**src/rtl/mc_ctrl_pkg.sv**
```systemverilog
// Shared encodings for the multi-cycle controller: opcodes, functs, ALU ops, FSM states.
// Latency: n/a (constants only).
// Backpressure: n/a.
// Ports: none. Imported by mc_ctrl_if, mc_alu_dec and mc_ctrl.
package mc_ctrl_pkg;

    typedef logic [5:0] op_t;
    typedef logic [5:0] funct_t;
    typedef logic [4:0] aluop_t;

    // Instruction opcodes
    localparam op_t OP_RTYPE = 6'b000000;
    localparam op_t OP_J     = 6'b000010;
    localparam op_t OP_BEQ   = 6'b000100;
    localparam op_t OP_ADDIU = 6'b001001;
    localparam op_t OP_ORI   = 6'b001101;
    localparam op_t OP_LW    = 6'b100011;
    localparam op_t OP_SW    = 6'b101011;

    // R-type function codes
    localparam funct_t F_ADD  = 6'b100000;
    localparam funct_t F_ADDU = 6'b100001;
    localparam funct_t F_SUBU = 6'b100011;
    localparam funct_t F_AND  = 6'b100100;
    localparam funct_t F_OR   = 6'b100101;
    localparam funct_t F_SLT  = 6'b101010;

    // ALU operations
    localparam aluop_t ALU_ADD  = 5'b00000;
    localparam aluop_t ALU_ADDU = 5'b00001;
    localparam aluop_t ALU_SUBU = 5'b00010;
    localparam aluop_t ALU_AND  = 5'b00011;
    localparam aluop_t ALU_OR   = 5'b00100;
    localparam aluop_t ALU_SLT  = 5'b00101;

    typedef enum logic [3:0] {
        ST_FETCH    = 4'd0,
        ST_DECODE   = 4'd1,
        ST_EXEC_R   = 4'd2,
        ST_EXEC_I   = 4'd3,
        ST_MEM_ADDR = 4'd4,
        ST_MEM_RD   = 4'd5,
        ST_MEM_WR   = 4'd6,
        ST_WB_R     = 4'd7,
        ST_WB_I     = 4'd8,
        ST_WB_MEM   = 4'd9,
        ST_BRANCH   = 4'd10,
        ST_JUMP     = 4'd11,
        ST_TRAP     = 4'd12
    } state_t;

endpackage

```
**src/rtl/mc_ctrl_if.sv**
```systemverilog
// Controller <-> datapath bundle: instruction fields/flags in, control strobes out.
// Latency: n/a (wires only).
// Backpressure: mem_ready stalls the controller in FETCH, MEM_RD and MEM_WR.
// Modports: master = controller (drives strobes), slave = datapath (drives op/funct/zero/mem_ready).
interface mc_ctrl_if;
    import mc_ctrl_pkg::*;

    op_t      op;
    funct_t   funct;
    logic     zero;
    logic     mem_ready;

    aluop_t   aluop;
    logic     alu_src_a;
    logic [1:0] alu_src_b;
    logic     pc_we;
    logic     ir_we;
    logic     mem_re;
    logic     mem_we;
    logic     rf_we;
    logic [1:0] pc_src;
    logic     reg_dst;
    logic     mem_to_reg;
    logic     iord;
    logic     illegal;

    modport master (
        input  op, funct, zero, mem_ready,
        output aluop, alu_src_a, alu_src_b, pc_we, ir_we, mem_re, mem_we,
               rf_we, pc_src, reg_dst, mem_to_reg, iord, illegal
    );

    modport slave (
        output op, funct, zero, mem_ready,
        input  aluop, alu_src_a, alu_src_b, pc_we, ir_we, mem_re, mem_we,
               rf_we, pc_src, reg_dst, mem_to_reg, iord, illegal
    );
endinterface

```
**src/rtl/mc_alu_dec.sv**
```systemverilog
// ALU operation decode from R-type funct and I-type opcode.
// Latency: combinational.
// Backpressure: none.
// Ports: op, funct in; funct_aluop/funct_ok (R-type) and imm_aluop (I-type) out.
module mc_alu_dec
    import mc_ctrl_pkg::*;
(
    input  op_t    op,
    input  funct_t funct,
    output aluop_t funct_aluop,
    output logic   funct_ok,
    output aluop_t imm_aluop
);

    always_comb begin
        funct_aluop = ALU_ADDU;
        funct_ok    = 1'b1;
        case (funct)
            F_ADD:   funct_aluop = ALU_ADD;
            F_ADDU:  funct_aluop = ALU_ADDU;
            F_SUBU:  funct_aluop = ALU_SUBU;
            F_AND:   funct_aluop = ALU_AND;
            F_OR:    funct_aluop = ALU_OR;
            F_SLT:   funct_aluop = ALU_SLT;
            default: funct_ok    = 1'b0;
        endcase
    end

    // Only addiu and ori reach EXEC_I, so anything but ori is an add.
    assign imm_aluop = (op == OP_ORI) ? ALU_OR : ALU_ADDU;

endmodule

```
**src/rtl/mc_ctrl.sv**
```systemverilog
// Multi-cycle CPU control FSM (Moore decodes, Mealy pc_we/ir_we in FETCH and pc_we in BRANCH).
// Latency: R/I 4, lw 5, sw 4, beq 3, j 3 cycles; +1 per mem_ready-low cycle.
// Backpressure: holds in FETCH/MEM_RD/MEM_WR until mem_ready.
// Ports: clk, rst_n (async active-low), bus (mc_ctrl_if.master).
// Option: ILLEGAL_TRAP_EN -> unknown instructions park in TRAP with sticky illegal;
//         otherwise they retire as a NOP and illegal is constant 0.
module mc_ctrl
    import mc_ctrl_pkg::*;
(
    input  logic      clk,
    input  logic      rst_n,
    mc_ctrl_if.master bus
);

`ifdef ILLEGAL_TRAP_EN
    localparam state_t UNKNOWN_NEXT = ST_TRAP;
`else
    localparam state_t UNKNOWN_NEXT = ST_FETCH;
`endif

    state_t state_q, state_d;
    // run_q is low during reset and for the partial cycle after release, so the
    // first FETCH cycle starts at the first rising edge after rst_n goes high.
    logic   run_q, run_d;
    logic   illegal_q, illegal_d;

    aluop_t funct_aluop;
    aluop_t imm_aluop;
    logic   funct_ok;

    mc_alu_dec u_alu_dec (
        .op          (bus.op),
        .funct       (bus.funct),
        .funct_aluop (funct_aluop),
        .funct_ok    (funct_ok),
        .imm_aluop   (imm_aluop)
    );

    always_ff @(posedge clk or negedge rst_n) begin
        if (!rst_n) begin
            state_q   <= ST_FETCH;
            run_q     <= 1'b0;
            illegal_q <= 1'b0;
        end else begin
            state_q   <= state_d;
            run_q     <= run_d;
            illegal_q <= illegal_d;
        end
    end

    always_comb begin
        state_d = state_q;
        run_d   = 1'b1;
        if (run_q) begin
            case (state_q)
                ST_FETCH:    if (bus.mem_ready) state_d = ST_DECODE;
                ST_DECODE: begin
                    case (bus.op)
                        OP_RTYPE:         state_d = ST_EXEC_R;
                        OP_LW, OP_SW:     state_d = ST_MEM_ADDR;
                        OP_BEQ:           state_d = ST_BRANCH;
                        OP_J:             state_d = ST_JUMP;
                        OP_ADDIU, OP_ORI: state_d = ST_EXEC_I;
                        default:          state_d = UNKNOWN_NEXT;
                    endcase
                end
                ST_EXEC_R:   state_d = funct_ok ? ST_WB_R : UNKNOWN_NEXT;
                ST_EXEC_I:   state_d = ST_WB_I;
                ST_MEM_ADDR: state_d = (bus.op == OP_LW) ? ST_MEM_RD : ST_MEM_WR;
                ST_MEM_RD:   if (bus.mem_ready) state_d = ST_WB_MEM;
                ST_MEM_WR:   if (bus.mem_ready) state_d = ST_FETCH;
                ST_TRAP:     state_d = ST_TRAP;
                default:     state_d = ST_FETCH;
            endcase
        end
`ifdef ILLEGAL_TRAP_EN
        illegal_d = illegal_q | (state_d == ST_TRAP);
`else
        illegal_d = 1'b0;
`endif
    end

    always_comb begin
        bus.aluop      = ALU_ADDU;
        bus.alu_src_a  = 1'b0;
        bus.alu_src_b  = 2'd0;
        bus.pc_we      = 1'b0;
        bus.ir_we      = 1'b0;
        bus.mem_re     = 1'b0;
        bus.mem_we     = 1'b0;
        bus.rf_we      = 1'b0;
        bus.pc_src     = 2'd0;
        bus.reg_dst    = 1'b0;
        bus.mem_to_reg = 1'b0;
        bus.iord       = 1'b0;
        if (!run_q) begin
            bus.aluop = ALU_ADD;
        end else begin
            case (state_q)
                ST_FETCH: begin
                    bus.mem_re    = 1'b1;
                    bus.alu_src_b = 2'd1;
                    bus.pc_we     = bus.mem_ready;
                    bus.ir_we     = bus.mem_ready;
                end
                ST_DECODE:   bus.alu_src_b = 2'd3;
                ST_EXEC_R: begin
                    bus.alu_src_a = 1'b1;
                    bus.aluop     = funct_aluop;
                end
                ST_EXEC_I: begin
                    bus.alu_src_a = 1'b1;
                    bus.alu_src_b = 2'd2;
                    bus.aluop     = imm_aluop;
                end
                ST_MEM_ADDR: begin
                    bus.alu_src_a = 1'b1;
                    bus.alu_src_b = 2'd2;
                end
                ST_MEM_RD: begin
                    bus.mem_re = 1'b1;
                    bus.iord   = 1'b1;
                end
                ST_MEM_WR: begin
                    bus.mem_we = 1'b1;
                    bus.iord   = 1'b1;
                end
                ST_WB_R: begin
                    bus.rf_we   = 1'b1;
                    bus.reg_dst = 1'b1;
                end
                ST_WB_I:     bus.rf_we = 1'b1;
                ST_WB_MEM: begin
                    bus.rf_we      = 1'b1;
                    bus.mem_to_reg = 1'b1;
                end
                ST_BRANCH: begin
                    bus.alu_src_a = 1'b1;
                    bus.aluop     = ALU_SUBU;
                    bus.pc_src    = 2'd1;
                    bus.pc_we     = bus.zero;
                end
                ST_JUMP: begin
                    bus.pc_src = 2'd2;
                    bus.pc_we  = 1'b1;
                end
                default: ;
            endcase
        end
    end

    assign bus.illegal = illegal_q;

endmodule

```
**src/flat_wrapper.sv**
```systemverilog
// flat-port wrapper written by rule: the top's interface ports become plain ports
module mc_ctrl_flat import mc_ctrl_pkg::*;
  (clk, rst_n, bus_op, bus_funct, bus_zero, bus_mem_ready, bus_aluop, bus_alu_src_a, bus_alu_src_b, bus_pc_we, bus_ir_we, bus_mem_re, bus_mem_we, bus_rf_we, bus_pc_src, bus_reg_dst, bus_mem_to_reg, bus_iord, bus_illegal);
  mc_ctrl_if bus_i ();
  input  logic clk;
  input  logic rst_n;
  input wire logic [$bits(bus_i.op)-1:0] bus_op;
  input wire logic [$bits(bus_i.funct)-1:0] bus_funct;
  input wire logic [$bits(bus_i.zero)-1:0] bus_zero;
  input wire logic [$bits(bus_i.mem_ready)-1:0] bus_mem_ready;
  output wire logic [$bits(bus_i.aluop)-1:0] bus_aluop;
  output wire logic [$bits(bus_i.alu_src_a)-1:0] bus_alu_src_a;
  output wire logic [$bits(bus_i.alu_src_b)-1:0] bus_alu_src_b;
  output wire logic [$bits(bus_i.pc_we)-1:0] bus_pc_we;
  output wire logic [$bits(bus_i.ir_we)-1:0] bus_ir_we;
  output wire logic [$bits(bus_i.mem_re)-1:0] bus_mem_re;
  output wire logic [$bits(bus_i.mem_we)-1:0] bus_mem_we;
  output wire logic [$bits(bus_i.rf_we)-1:0] bus_rf_we;
  output wire logic [$bits(bus_i.pc_src)-1:0] bus_pc_src;
  output wire logic [$bits(bus_i.reg_dst)-1:0] bus_reg_dst;
  output wire logic [$bits(bus_i.mem_to_reg)-1:0] bus_mem_to_reg;
  output wire logic [$bits(bus_i.iord)-1:0] bus_iord;
  output wire logic [$bits(bus_i.illegal)-1:0] bus_illegal;
  assign bus_i.op = bus_op;
  assign bus_i.funct = bus_funct;
  assign bus_i.zero = bus_zero;
  assign bus_i.mem_ready = bus_mem_ready;
  assign bus_aluop = bus_i.aluop;
  assign bus_alu_src_a = bus_i.alu_src_a;
  assign bus_alu_src_b = bus_i.alu_src_b;
  assign bus_pc_we = bus_i.pc_we;
  assign bus_ir_we = bus_i.ir_we;
  assign bus_mem_re = bus_i.mem_re;
  assign bus_mem_we = bus_i.mem_we;
  assign bus_rf_we = bus_i.rf_we;
  assign bus_pc_src = bus_i.pc_src;
  assign bus_reg_dst = bus_i.reg_dst;
  assign bus_mem_to_reg = bus_i.mem_to_reg;
  assign bus_iord = bus_i.iord;
  assign bus_illegal = bus_i.illegal;
  mc_ctrl u_core (.clk(clk), .rst_n(rst_n), .bus(bus_i));
endmodule
```
**config.mk**
```make
export PLATFORM = sky130hd
export DESIGN_NAME = mc_ctrl_flat
export DESIGN_NICKNAME = d
export VERILOG_FILES = /design/src/rtl/mc_ctrl_pkg.sv /design/src/rtl/mc_ctrl_if.sv /design/src/rtl/mc_alu_dec.sv /design/src/rtl/mc_ctrl.sv /design/src/flat_wrapper.sv
export SDC_FILE = /design/constraint.sdc
export NUM_CORES = 1
export LEC_CHECK = 0
export ABC_AREA = 1
export CAP_MARGIN = 20
export CORE_AREA = 2 2 48 50
export CTS_BUF_LIST = sky130_fd_sc_hd__clkbuf_4
export CTS_CLUSTER_SIZE = 14
export DETAILED_ROUTE_END_ITERATION = 10
export DIE_AREA = 0 0 50 52
export PLACE_DENSITY = 0.79
export SYNTH_ARGS = -nofsm -noshare
export SYNTH_HDL_FRONTEND = slang
export SYNTH_HIERARCHICAL = 1
export SYNTH_SLANG_ARGS = --single-unit
```
**constraint.sdc**
```tcl
create_clock -name clk -period 2.15 [get_ports clk]
set_clock_uncertainty 0.2 [all_clocks]
set_input_delay 0.5375 -clock clk [delete_from_list [all_inputs] [get_ports clk]]
set_output_delay 0.5375 -clock clk [all_outputs]
set_load 0.02 [all_outputs]
```
==> flow_summary.yaml <==
yosys:
  synth_ff_type: "dfrtp_1"
  netlist_top_cells_count: "nand2_1, nor2_1, inv_1"
  synth_most_common_cell: "nand2_1"
  yosysSeqAreaShare_pct: 14.1
  syn_inst: 166
  synth_seq_cells: 5
  yosys_warnings: 6
  synth_cell_types: 27
  yosysTopAreaCell: "nand2_1"
  syn_area_per_cell_um2: 5.36
  synth_area_um2: 890
  synth_top_area_share_pct: 22.8
  synth-edff-count: 0
  synthArstFlopShare_pct: 100
  synth_area_leaders: "nand2_1, dfrtp_1, nor2_1"
global_route:
  grt_max_degree: 7
  grt_antenna_before_repair: 0
  grt_pass1_wl_mm: 4.48
  grt.overflow.total: 0
  grtUsageTotal_pct: 21.3
  grt_pass1_vias: 1177
place:
  dp_hpwl_mm: 2.21
  placed_cell_area_mm2: 0.00144
  io_buffers: 31
  place.gp.congestion: 0.898
  dp_slack_ps: -982
  dpl.cell_count: 253
routing:
  dr.pass1.iters: 4
  drc: 0
  drt-initial-drc-count: 32
  ant_nets: 0
  wl_per_cell_um: 10.9
  viasPerCell: 4.93
  routed_wl_mm: 2.81
  via_count: 1276
die:
  dieArea_mm2: 0.00260
  coreArea_mm2: 0.00211
  rows: 17
  start_util_pct: 42.2
  dieWidth_um: 50
  die_y_um: 52
  io_pins: 35
power:
  ir_drop_uv: 678
  switching_share_pct: 48.5
  cellLeakagePower_nw: 0.873
  p_comb_share_pct: 70.4
  power_density_mw_per_mm2: 648
  total_power_mw: 1.02
  power.switching_uw: 494
  clockPowerShare_pct: 11.3
  pwr-share-seq_pct: 18.3
  p_int_uw: 525
cells_and_area:
  num_antenna_cells: 0
  utilization_pct: 74.6
  final_cells: 259
  nets: 248
  design_area_mm2: 0.00157
  fillers: 157
  drive_gt1_share_pct: 51.1
  syn_to_final_growth_pct: 76.7
critical_path:
  path_max_fanout: 6
  endpoint_kind: "output port"
  critPathLaunchType: "primary input"
  crit_required_ps: 1410
  r2r_start: "u_core/state_q[1]"
  crit_path_start: "bus_funct[4]"
  cp.arrival_ps: 1520
  critical_path_class: "primary input to output port"
sta:
  min_period_ps: 2260
  fmax_mhz: 443
  finalHoldViolCount: 0
  rsz0062_at_grt: "yes"
  setup_ws_ps: -109
  period_share_pct: 105
  setup_violations: 6
  maxSlewViolCount: 0
clock_network:
  hold_buffers: 0
  numCtsBuffers: 3
  cts_tree: "yes"
  cts_root_buf: "clkbuf_4"
  cts_buffer_depth: 2
  clkSinkCount: 5
  ctsHtreeMaxLevel: 1
  clkTransAtPathRegs_ps: 40
  clkLatencyLatePin_ps: 230
outcome:
  violations: "negative setup slack"
  outcome: "complete, but fails checks"
worst_hold_path:
  hold_path_class: "primary input to asynchronous set/reset pin"
flow_run:
  drv_cap: 0
[cell type report]
type	count	area, um2	share of cell area, %
Tap cell	28	35.0	2.23
Sequential cell	5	130	8.28
Clock buffer	4	30.0	1.91
Multi-Input combinational cell	134	767	48.8
Timing Repair Buffer	64	519	33.0
Inverter	24	90.1	5.73
[layout by cell type, fill, tap and decap left out, types with 6 or more instances in the layout]
cell type / n
nand2_1: 46
nor2_4: 8
buf_6: 13
nand2_2: 10
buf_4: 36
nor2_2: 6
conb_1: 7
inv_1: 13
nand3_1: 9
buf_2: 7
inv_2: 10
nor2_1: 19
[critical path, cell delays in order]
cell and delay (ps):
buf_6 90, nor2_4 210, nand3_2 110, nand2_2 100, nor2_4 50, nand2_2 50
nand2_1 50, nand2_1 70, a31oi_2 80, buf_4 160
[metal layers]
layer,part of all wire [%],vias to the layer above,global-route usage (%)
li1,-,633,-
met1,41,596,25.1
met2,53,39,39.3
met3,3.9,8,2.30
met4,2.1,0,8.33
met5,0,-,0
[what timing repair did]
item	CTS	global route
pin swaps	15	20
cloned	0	0
endpoints found under the setup margin	16	15
setup buffers	0	3
gates resized for setup	125	49
[registers in the layout, indices dropped and copies added, names as in the netlist]
signal          cells
u_core/run_q        1
u_core/state_q      4
[path summary, 6_finish.rpt]
path	endpoint	slack, ps	cells after the start
max	bus_aluop[0]	-110	10
min	u_core/run_q	330	1
max reg2reg	u_core/state_q[2]	360	10
min reg2reg	u_core/state_q[1]	450	2
max in group asynchronous	u_core/state_q[0]	1220	1
min in group clk	u_core/state_q[1]	450	2
[power by group through the flow]
stage	logic [mW]	clock network, mW	registers, mW
floorplan	0.347	0	0.146
global placement	0.634	0	0.151
detailed placement	0.647	0	0.153
CTS	0.630	0.121	0.163
global route	0.783	0.121	0.189
finish	0.717	0.115	0.187
[per-stage QoR]
step                      hold slack (ps)  TNS, ps
after floorplan                      41.9        0
after global placement                391    -5430
after detailed placement              401    -6120
after CTS                             321     -200
after global routing                  346     -913
final                                 325     -345
[cell families after synthesis]
logic type | count (synthesis) | share of synthesized area (%)
compound gates | 15 | 10.5
flops | 5 | 14.1
simple gates | 112 | 58.1
other cells | 3 | 1.27
buf+inv | 31 | 16.0
Power figures use the tool's default switching activity.
